[src/rtl/des_out_fifo.sv]
// Output buffer behind the pipelined DES core: captures every 64-bit result
// and streams each one out as two 32-bit words (high half first) over valid/ready.
module des_out_fifo #(
    parameter int DEPTH        = 16,
    parameter int AFULL_MARGIN = 17,
    parameter int CW           = $clog2(DEPTH) + 1
) (
    input  logic          i_clk,
    input  logic          i_rst_n,
    input  logic [63:0]   i_ciphertext,
    input  logic          i_dv,
    output logic [31:0]   o_data,
    output logic          o_valid,
    input  logic          i_ready,
    output logic [CW-1:0] o_count,
    output logic          o_almost_full,
    output logic          o_overflow,
    input  logic          i_clr_overflow
);
    localparam int AW = $clog2(DEPTH);

    logic [63:0]   mem [DEPTH];
    logic [AW-1:0] wr_ptr, rd_ptr;
    logic [CW-1:0] count;
    logic          half;
    logic          overflow;
    logic          xfer, pop_now, full, push;
    logic [63:0]   head;
    logic [31:0]   free_cnt;

    assign xfer    = o_valid && i_ready;
    assign pop_now = xfer && half;
    assign full    = (count == CW'(DEPTH));
    // A full FIFO still accepts a push when the head's low word leaves this cycle.
    assign push    = i_dv && (!full || pop_now);

    always_ff @(posedge i_clk) begin
        if (push) mem[wr_ptr] <= i_ciphertext;
    end

    always_ff @(posedge i_clk or negedge i_rst_n) begin
        if (!i_rst_n) begin
            wr_ptr   <= '0;
            rd_ptr   <= '0;
            count    <= '0;
            half     <= 1'b0;
            overflow <= 1'b0;
        end else begin
            if (push)    wr_ptr <= wr_ptr + 1'b1;
            if (pop_now) rd_ptr <= rd_ptr + 1'b1;
            if (xfer)    half   <= ~half;
            case ({push, pop_now})
                2'b10:   count <= count + 1'b1;
                2'b01:   count <= count - 1'b1;
                default: count <= count;
            endcase
            // Dropping data outranks a same-cycle clear.
            if (i_dv && !push)       overflow <= 1'b1;
            else if (i_clr_overflow) overflow <= 1'b0;
        end
    end

    assign head          = mem[rd_ptr];
    assign o_valid       = (count != '0);
    assign o_data        = !o_valid ? 32'h0 : (half ? head[31:0] : head[63:32]);
    assign o_count       = count;
    assign o_overflow    = overflow;
    assign free_cnt      = 32'(DEPTH) - 32'(count);
    assign o_almost_full = (free_cnt <= 32'(AFULL_MARGIN));

endmodule

[config.mk]
export PLATFORM = sky130hd
export DESIGN_NAME = des_out_fifo
export DESIGN_NICKNAME = d
export VERILOG_FILES = /design/src/rtl/des_out_fifo.sv
export SDC_FILE = /design/constraint.sdc
export NUM_CORES = 1
export LEC_CHECK = 0
export CORE_MARGIN = 2
export CORE_UTILIZATION = 58
export DETAILED_ROUTE_END_ITERATION = 8
export PLACE_DENSITY = 0.78
export SYNTH_ARGS = -nofsm -noshare
export SYNTH_HDL_FRONTEND = slang
export SYNTH_SLANG_ARGS = --single-unit
export TNS_END_PERCENT = 20
[constraint.sdc]
create_clock -name i_clk -period 5.14 [get_ports i_clk]
set_input_delay 0.771 -clock i_clk [delete_from_list [all_inputs] [get_ports i_clk]]
set_output_delay 0.771 -clock i_clk [all_outputs]
set_load 0.05 [all_outputs]
==> flow_summary.ini, run 1 <==
[yosys]
syn_avg_cell_area_um2 = 23.5
ys.warnings.count = 0
synth_edf_count = 1024
synth_ff_type = edfxtp_1
synth_nets = 1785
yosys.area.top_type = edfxtp_1
ys_async_sr_fraction = 0.0144
ys_ff_latch = 1039
syn-cell-area_um2 = 40100
yosysTopAreaCellShare = 0.767
yosysUniqueCellTypes = 42
synth-seq-area-share = 0.777
synth_cells = 1705
netlist_top_cells_area = edfxtp_1 (77%), mux4_2 (14%), mux2i_1 (2.2%), dfrtp_1 (0.94%), a221o_1 (0.80%)

[floorplan]
ios = 109
die-area_um2 = 71200
rows = 96
die_x_um = 267
die-height_um = 267
core_area_um2 = 68500
start_util = 0.585

[pwr]
p_clk_frac = 0.263
vdd_ir_drop_max_mv = 0.395
p_sw_frac = 0.331
leakage_uw = 0.0144
seqPwrFrac = 0.397
switchingPower_uw = 8880
power.density_nw_per_um2 = 591
pwr-share-comb = 0.340
p_int_uw = 17900

[route]
avgRoutedWirePerCell_um = 32.3
via_per_inst = 6.72
vias = 18981
ant_nets = 0
drc_errors = 0
drt_iter0_markers = 2647
firstDrtPassIters = 5
totalWireLength_um = 91200

[finish]
stdcell_count = 2823
postLayoutCoreUtil = 0.662
drive_gt1_frac = 0.256
area_delta_synth_final_pct = 13.2
fill_cells = 4050
nets = 1938

[global_route]
grtUsageTotal = 0.262
antenna_found_initial = 13
grt_pass1_vias = 19631
grt_max_degree = 91
grt_overflow_total = 0
grt_pass1_wl_um = 133000

[clock_tree]
clock_latency_ns = 0.67
ctsResizeCount = 0
h-tree-depth = 3
cts_sinks = 1039
postCtsSetupBuffers = 0
clk_pin_slew_ns = 0.06
hold_buffers = 0
root_buffer = clkbuf_16
cts_buffers = 96
cts_tree = built
clockBufferDepth = 3

[setup_path]
crit_required_ns = 4.37
max_stage_delay_ns = 0.74
reg2reg_slack_ns = 1.13
startpoint_type = flop
worstPathCellList = buf_12 -> buf_4 -> mux4_2 -> mux2i_1 -> a221o_1 -> a21oi_1 -> clkdlybuf4s50_1
rr_worst_depth = 9
crit_slowest_cell = clkdlybuf4s50_1
worst-path-max-fanout = 63
crit_type = reg2out
worst_r2r_endpoint = mem[4][29]
rr_startpoint = o_count[0]
cp-end-kind = primary output
cp.arrival_ns = 4.02

[timing]
setup-tns-final_ns = 0
slew_violations = 0
finalSetupViolCount = 0
fin_crit_sh = 0.932
fin_crit_ns = 4.79
tightest_slew_ns = 1.21
rsz0062_at_grt = false
max_freq_mhz = 209
fin_skew_ns = 0.0293
final_hold_viol_count = 0
slew_headroom = 0.194

[run]
maxCapViolations = 0

[place]
port_buffers = 108
dp.cells = 2642
dp_hpwl_um = 46100
routabilityCongestion = 0.759

[hold_path]
min_path_cells = 2
holdCritStartpoint = o_overflow
worstHoldPathType = reg2reg
hold_end = o_overflow

[outcome]
outcome = complete, no violations
layout make-up:
cell class	count	area (um^2)	share of cell area
Sequential cell	1039	31100	0.687
Multi-Input combinational cell	559	8390	0.185
Clock buffer	113	2490	0.0548
Timing Repair Buffer	153	1570	0.0346
Tap cell	882	1100	0.0243
Clock inverter	64	617	0.0136
Inverter	9	33.8	0.000745
Antenna cell	4	10.0	0.000221
cells in the final DEF (no fill, tap or decap), types with 12 or more instances in the layout:
master,Yosys,layout
a21oi_1,26,26
and2_4,0,12
clkinv_2,0,21
buf_12,0,12
a221oi_2,17,17
clkdlybuf4s50_1,0,108
buf_4,20,33
clkbuf_16,0,97
mux2i_1,89,89
nand2_1,15,15
edfxtp_1,1024,1024
clkinv_1,0,20
a221o_1,32,32
nor2_1,28,27
clkbuf_1,25,16
mux4_2,256,256
state kept, by name, indices dropped and copies added (netlist names):
name	cells
rd_ptr	4
wr_ptr	4
o_overflow	1
half	1
mem	1024
o_count	5
Yosys cell counts (all sizes together), types with 2 or more instances:
cell type and n:
a21oi 26, a221o 32, a221oi 24, a22oi 8
a31oi 8, and2 13, and4 4, buf 72
clkbuf 26, dfrtp 15, edfxtp 1024, ha 10
inv 9, mux2 9, mux2i 89, mux4 256
nand2 15, nand3 2, nand4 2, nor2 28
nor2b 4, o21ai 5, xnor2 8, xor2 3
metrics by stage:
| step | hold slack (ns) | worst slack (ns) | cell area, um^2 | power, uW |
|---|---|---|---|---|
| after detailed placement | 0.526 | 1.05 | 42200 | 19800 |
| final | 0.527 | 0.350 | 45400 | 26800 |
| after global placement | 0.512 | 1.06 | 42200 | 19600 |
| after global routing | 0.557 | 0.199 | 45300 | 27600 |
| after CTS | 0.535 | 0.321 | 45300 | 26900 |
| after floorplan | 0.475 | 1.06 | 40100 | 17000 |
routing by layer:
layer | up-vias | track usage | part of all wire | wire length, um
met2 | 1171 | 0.418 | 0.50 | 45500
met5 | - | 0.0166 | 0.0028 | 257
met3 | 194 | 0.0616 | 0.10 | 9420
met1 | 9973 | 0.358 | 0.37 | 33600
li1 | 7625 | - | - | -
met4 | 18 | 0.0957 | 0.027 | 2510
cells by family after synthesis:
logic type	share of synthesized area
AND/OR/NAND/NOR	0.00962
XOR/XNOR	0.00240
adder cells (fa/ha/maj)	0.00362
buffers and inverters	0.0154
multiplexers	0.169
flip-flops	0.777
AO/OA/AOI/OAI	0.0235
critical path, delay by kind of cell, from the launching register on:
family | cells | cell delay (ns)
buffers and inverters | 3 | 1.55
muxes | 2 | 0.81
DFF | 1 | 0.50
AOI/OAI and AO/OA | 2 | 0.42
power groups by stage:
| stage | clock [uW] | sequential, uW | combinational (uW) |
|---|---|---|---|
| floorplan | 0 | 10600 | 6410 |
| global placement | 0 | 10700 | 8910 |
| detailed placement | 0 | 10800 | 9040 |
| CTS | 7110 | 10600 | 9150 |
| global route | 7390 | 10700 | 9540 |
| finish | 7050 | 10600 | 9110 |
worst max-delay path by stage:
stage / start / end / slack, ns / cells past startpoint
2_1_floorplan: o_count[0] / mem[4][0] / 1.06 / 9
3_3_place_gp: rd_ptr[1] / o_data[7] / 1.06 / 7
3_5_place_dp: rd_ptr[1] / o_data[5] / 1.05 / 7
4_1_cts: rd_ptr[1] / o_data[7] / 0.32 / 7
5_1_grt: rd_ptr[1] / o_data[11] / 0.20 / 7
6_report: rd_ptr[1] / o_data[11] / 0.35 / 7
Power figures use the tool's default switching activity.
==> run 2: changes to the inputs <==
CTS_CLUSTER_SIZE = 14   (was unset)
GPL_TIMING_DRIVEN = 0   (was unset)
REMOVE_ABC_BUFFERS = 1   (was unset)
==> flow_summary.ini, run 2 (same netlist as run 1, synthesis figures left out) <==
[finish]
drive_gt1_frac = 0.252
multi_input_area_um2 = 8390
largest_register = mem
fill_cells = 4026
area_delta_synth_final_pct = 14.6
nets = 1932
seq_area_um2 = 31100
postLayoutCoreUtil = 0.670
largest_reg_flops = 1024
stdcell_count = 2816
most-common-layout-cells = edfxtp_1 (1024), mux4_2 (256), clkbuf_16 (101), clkdlybuf4s50_1 (97), mux2i_1 (89)
layout_commonest_cell = edfxtp_1

[setup_path]
crit_slowest_cell = dfrtp_4
crit_required_ns = 4.37
cp-end-kind = primary output
setup.worst_path.start = rd_ptr[1]
cp.arrival_ns = 4.14
cpLargestDelayFamily = buffers and inverters
crit_end = o_data[5]
worst_r2r_endpoint = mem[3][0]
path_buf_inv = 3
crit_cells = 8
rr_worst_depth = 7
worstPathCellList = buf_12 -> buf_16 -> mux4_2 -> mux2i_1 -> nor2_1 -> a221oi_1 -> a21oi_1 -> clkdlybuf4s50_1
reg2reg_slack_ns = 0.88
max_stage_delay_ns = 0.75
worst-path-max-fanout = 48
crit_type = reg2out
rr_startpoint = o_count[0]
startpoint_type = flop

[global_route]
grt_pass1_vias = 19842
grtUsageTotal = 0.262
grt_max_degree = 56
grt_overflow_total = 0
antenna_found_initial = 8
grt_pass1_wl_um = 133000

[route]
drc_errors = 0
ant_nets = 0
firstDrtPassIters = 6
avgRoutedWirePerCell_um = 32.3
vias = 18974
via_per_inst = 6.74
totalWireLength_um = 91100
drt_iter0_markers = 2497

[timing]
setup-tns-final_ns = 0
slew_headroom = 0.207
final_hold_viol_count = 0
fin_crit_sh = 0.956
finalSetupViolCount = 0
tightest_slew_ns = 1.18
slew_violations = 0
fin_skew_ns = 0.0280
max_freq_mhz = 203
rsz0062_at_grt = false
timing.final.ws_setup_ns = 0.224
fin_crit_ns = 4.92

[clock_tree]
clk_pin_slew_ns = 0.07
hold_buffers = 0
h-tree-depth = 3
cts_tree = built
cts_sinks = 1039
cts_buffers = 98
root_buffer = clkbuf_16
clock_latency_ns = 0.67
clockBufferDepth = 3

[pwr]
vdd_ir_drop_max_mv = 0.545
power.density_nw_per_um2 = 589
seqPwrFrac = 0.396
p_sw_frac = 0.324
switchingPower_uw = 8750
p_clk_frac = 0.268
pwr-share-comb = 0.336
leakage_uw = 0.0147
p_int_uw = 18300

[floorplan]
die-area_um2 = 71200
rows = 96
ios = 109
die_x_um = 267
start_util = 0.585
die-height_um = 267
core_area_um2 = 68500

[place]
post-place-ws_ns = 0.414
port_buffers = 108
routabilityCongestion = 0.708
dp.cells = 2633
dp_hpwl_um = 44500

[run]
maxCapViolations = 0

[hold_path]
worstHoldPathType = in2async

[outcome]
outcome = complete, no violations
-- run 2: worst min-delay path by stage --
stage	from	to	slack [ns]	cells past startpoint
2_1_floorplan	i_rst_n	half	0.48	0
3_3_place_gp	o_overflow	o_overflow	0.54	2
3_5_place_dp	o_overflow	o_overflow	0.54	2
4_1_cts	i_rst_n	rd_ptr[0]	0.54	1
5_1_grt	i_rst_n	rd_ptr[0]	0.58	1
6_report	i_rst_n	rd_ptr[0]	0.54	1
-- run 2: power by group through the flow --
stage / registers [uW] / clock network (uW) / logic [uW]
4_1_cts: 10700 / 7320 / 9140
3_5_place_dp: 10900 / 0 / 8980
6_report: 10700 / 7250 / 9070
3_3_place_gp: 11500 / 0 / 6970
5_1_grt: 10800 / 7620 / 9490
2_1_floorplan: 11400 / 0 / 5880
-- run 2: per-stage QoR --
stage               instance area [um^2]  hold slack, ns  total power, uW
floorplan                          39500           0.475            17200
global placement                   41700           0.543            18500
detailed placement                 42700           0.542            19900
CTS                                45900           0.543            27200
global route                       45900           0.577            27900
finish                             45900           0.541            27000
-- run 2: per-layer routing --
| metal | global-route usage | wire (um) | vias up |
|---|---|---|---|
| met4 | 0.0815 | 2180 | 8 |
| met1 | 0.367 | 33900 | 10049 |
| met3 | 0.0469 | 8870 | 162 |
| li1 | - | - | 7612 |
| met2 | 0.429 | 46100 | 1143 |
| met5 | 0 | 52 | - |
-- run 2: final cells by class --
type                    count  share of cell area
flip-flops and latches   1039               0.678
clock buffers             118              0.0567
inverters                   9            0.000736
clock inverters            61              0.0131
multi-input cells         559               0.183
well taps                 882              0.0240
diodes                      3            0.000164
repair buffers            145              0.0440
-- run 2: repair_timing --
item,4_1_cts,5_1_grt
setup endpoints to repair,15,4
resized for setup,8,4
setup buffers,1,0
==> run 3: changes to the inputs <==
CORE_ASPECT_RATIO = 1.5   (was unset)
RECOVER_POWER = 100   (was unset)
==> flow_summary.ini, run 3 (same netlist as run 1, synthesis figures left out) <==
[clock_tree]
clock_latency_ns = 0.64
cts_tree = built
root_buffer = clkbuf_16
h-tree-depth = 3
cts_sinks = 1039
clockBufferDepth = 3
clk_pin_slew_ns = 0.06
hold_buffers = 0
cts_buffers = 90

[route]
vias = 18920
drt_iter0_markers = 2558
firstDrtPassIters = 5
via_per_inst = 6.74
avgRoutedWirePerCell_um = 32.8
totalWireLength_um = 92100
ant_nets = 0
drc_errors = 0

[floorplan]
core_area_um2 = 68700
die_x_um = 219
die-area_um2 = 71200
rows = 118
ios = 109
die-height_um = 326
start_util = 0.584

[pwr]
vdd_ir_drop_max_mv = 0.556
leakage_uw = 0.0144
power.density_nw_per_um2 = 576

[finish]
largest_reg_flops = 1024
multi_input_area_um2 = 8380
nets = 1926
seq_area_um2 = 31100
area_delta_synth_final_pct = 13.1
most-common-layout-cells = edfxtp_1 (1024), mux4_2 (256), dlygate4sd3_1 (101), clkbuf_16 (95), mux2i_1 (89)
stdcell_area_um2 = 45300
largest_register = mem
layout_commonest_cell = edfxtp_1
stdcell_count = 2809
drive_gt1_frac = 0.241
fill_cells = 4098

[setup_path]
cpLargestDelayFamily = buffers and inverters
crit_type = reg2out
worstPathCellList = buf_16 -> buf_16 -> buf_16 -> mux4_2 -> mux2i_1 -> nor2_1 -> a221oi_2 -> a21oi_1 -> clkdlybuf4s50_1
cp_common_cell = buf_16
startpoint_type = flop
crit_slowest_cell = clkdlybuf4s50_1
cp-end-kind = primary output
path_buf_inv = 4
worst-path-max-fanout = 47
cp.arrival_ns = 4.19
crit_required_ns = 4.37
max_stage_delay_ns = 0.77

[timing]
tightest_slew_ns = 1.44
final_hold_viol_count = 0
rsz0062_at_grt = false
finalSetupViolCount = 0
fin_crit_ns = 4.96
fin_crit_sh = 0.965
slew_violations = 0
max_freq_mhz = 202
hold_ws_ns = 0.537
fin_skew_ns = 0.0131
slew_headroom = 0.0389

[global_route]
grtUsageTotal = 0.264
grt_pass1_vias = 20344
antenna_found_initial = 15
grt_max_degree = 57
grt_pass1_wl_um = 134000
grt_overflow_total = 0

[place]
routabilityCongestion = 0.694
dp.cells = 2652
dp_hpwl_um = 45400
port_buffers = 108
placed_area_um2 = 42800

[hold_path]
worstHoldPathType = reg2reg

[outcome]
outcome = complete, no violations

[run]
maxCapViolations = 0
[run 3: changes by cell type in the layout (fill, tap and decap cells not counted), sizes merged]
cell	delta
dlymetal6s2s	-3
clkinv	-17
buf	+2
dlygate4sd3	+101
diode	+3
inv	-1
bufinv	-9
dlygate4sd2	-7
clkdlybuf4s50	-91
clkinvlp	-4
clkbuf	+1
[run 3: final cells by class]
type | count | share of cell area
inverter | 9 | 0.000745
timing repair buffer | 147 | 0.0434
multi-input combinational | 559 | 0.185
clock inverter | 30 | 0.00469
tap | 900 | 0.0248
antenna | 6 | 0.000331
sequential | 1039 | 0.687
clock buffer | 119 | 0.0544
[run 3: worst register-to-register path, delay by kind of cell (launching register included)]
kind            cells  cell delay [ns]
simple gates        3             1.54
compound gates      1             0.95
buf+inv             2             0.94
fa+ha+maj           1             0.61
flops               1             0.46
[run 3: layer usage]
| layer | vias to the layer above | track usage | share of wire |
|---|---|---|---|
| met5 | - | 0 | 0.00062 |
| met3 | 222 | 0.0493 | 0.081 |
| met2 | 1021 | 0.446 | 0.52 |
| met4 | 10 | 0.0874 | 0.031 |
| li1 | 7555 | - | - |
| met1 | 10112 | 0.350 | 0.37 |
[run 3: what timing repair did]
action | CTS | global route
gates resized for setup | 0 | 1
endpoints found under the setup margin | 11 | 1
hold endpoints to repair | 0 | 0
setup buffers | 2 | 0
[run 3: through the flow]
step	utilization	TNS [ns]	worst slack, ns	total power [uW]
2_1_floorplan	-	-226.57	-6.70	17200
3_3_place_gp	0.607	-2709.61	-11.78	18600
3_5_place_dp	0.623	0	0.418	19900
4_1_cts	0.662	0	0.0967	26400
5_1_grt	0.660	0	0.0102	27000
6_report	0.660	0	0.178	26100
[run 3: path summary, 6_finish.rpt]
kind                            start  slack, ns    endpoint  cells past startpoint
max in group asynchronous     i_rst_n       3.97   rd_ptr[1]                      1
setup reg to reg           o_count[0]       0.23  mem[12][0]                      7
hold reg to reg            o_overflow       0.54  o_overflow                      2
min in group asynchronous     i_rst_n       0.63  o_count[1]                      1
hold / removal             o_overflow       0.54  o_overflow                      2
setup / recovery            rd_ptr[1]       0.18  o_data[29]                      9
[run 3: power breakdown]
group	switching [uW]	total, uW	internal [uW]
Sequential	466	10700	10200
Combinational	5230	9070	3830
Clock	2880	6380	3500
Total	8580	26100	17500
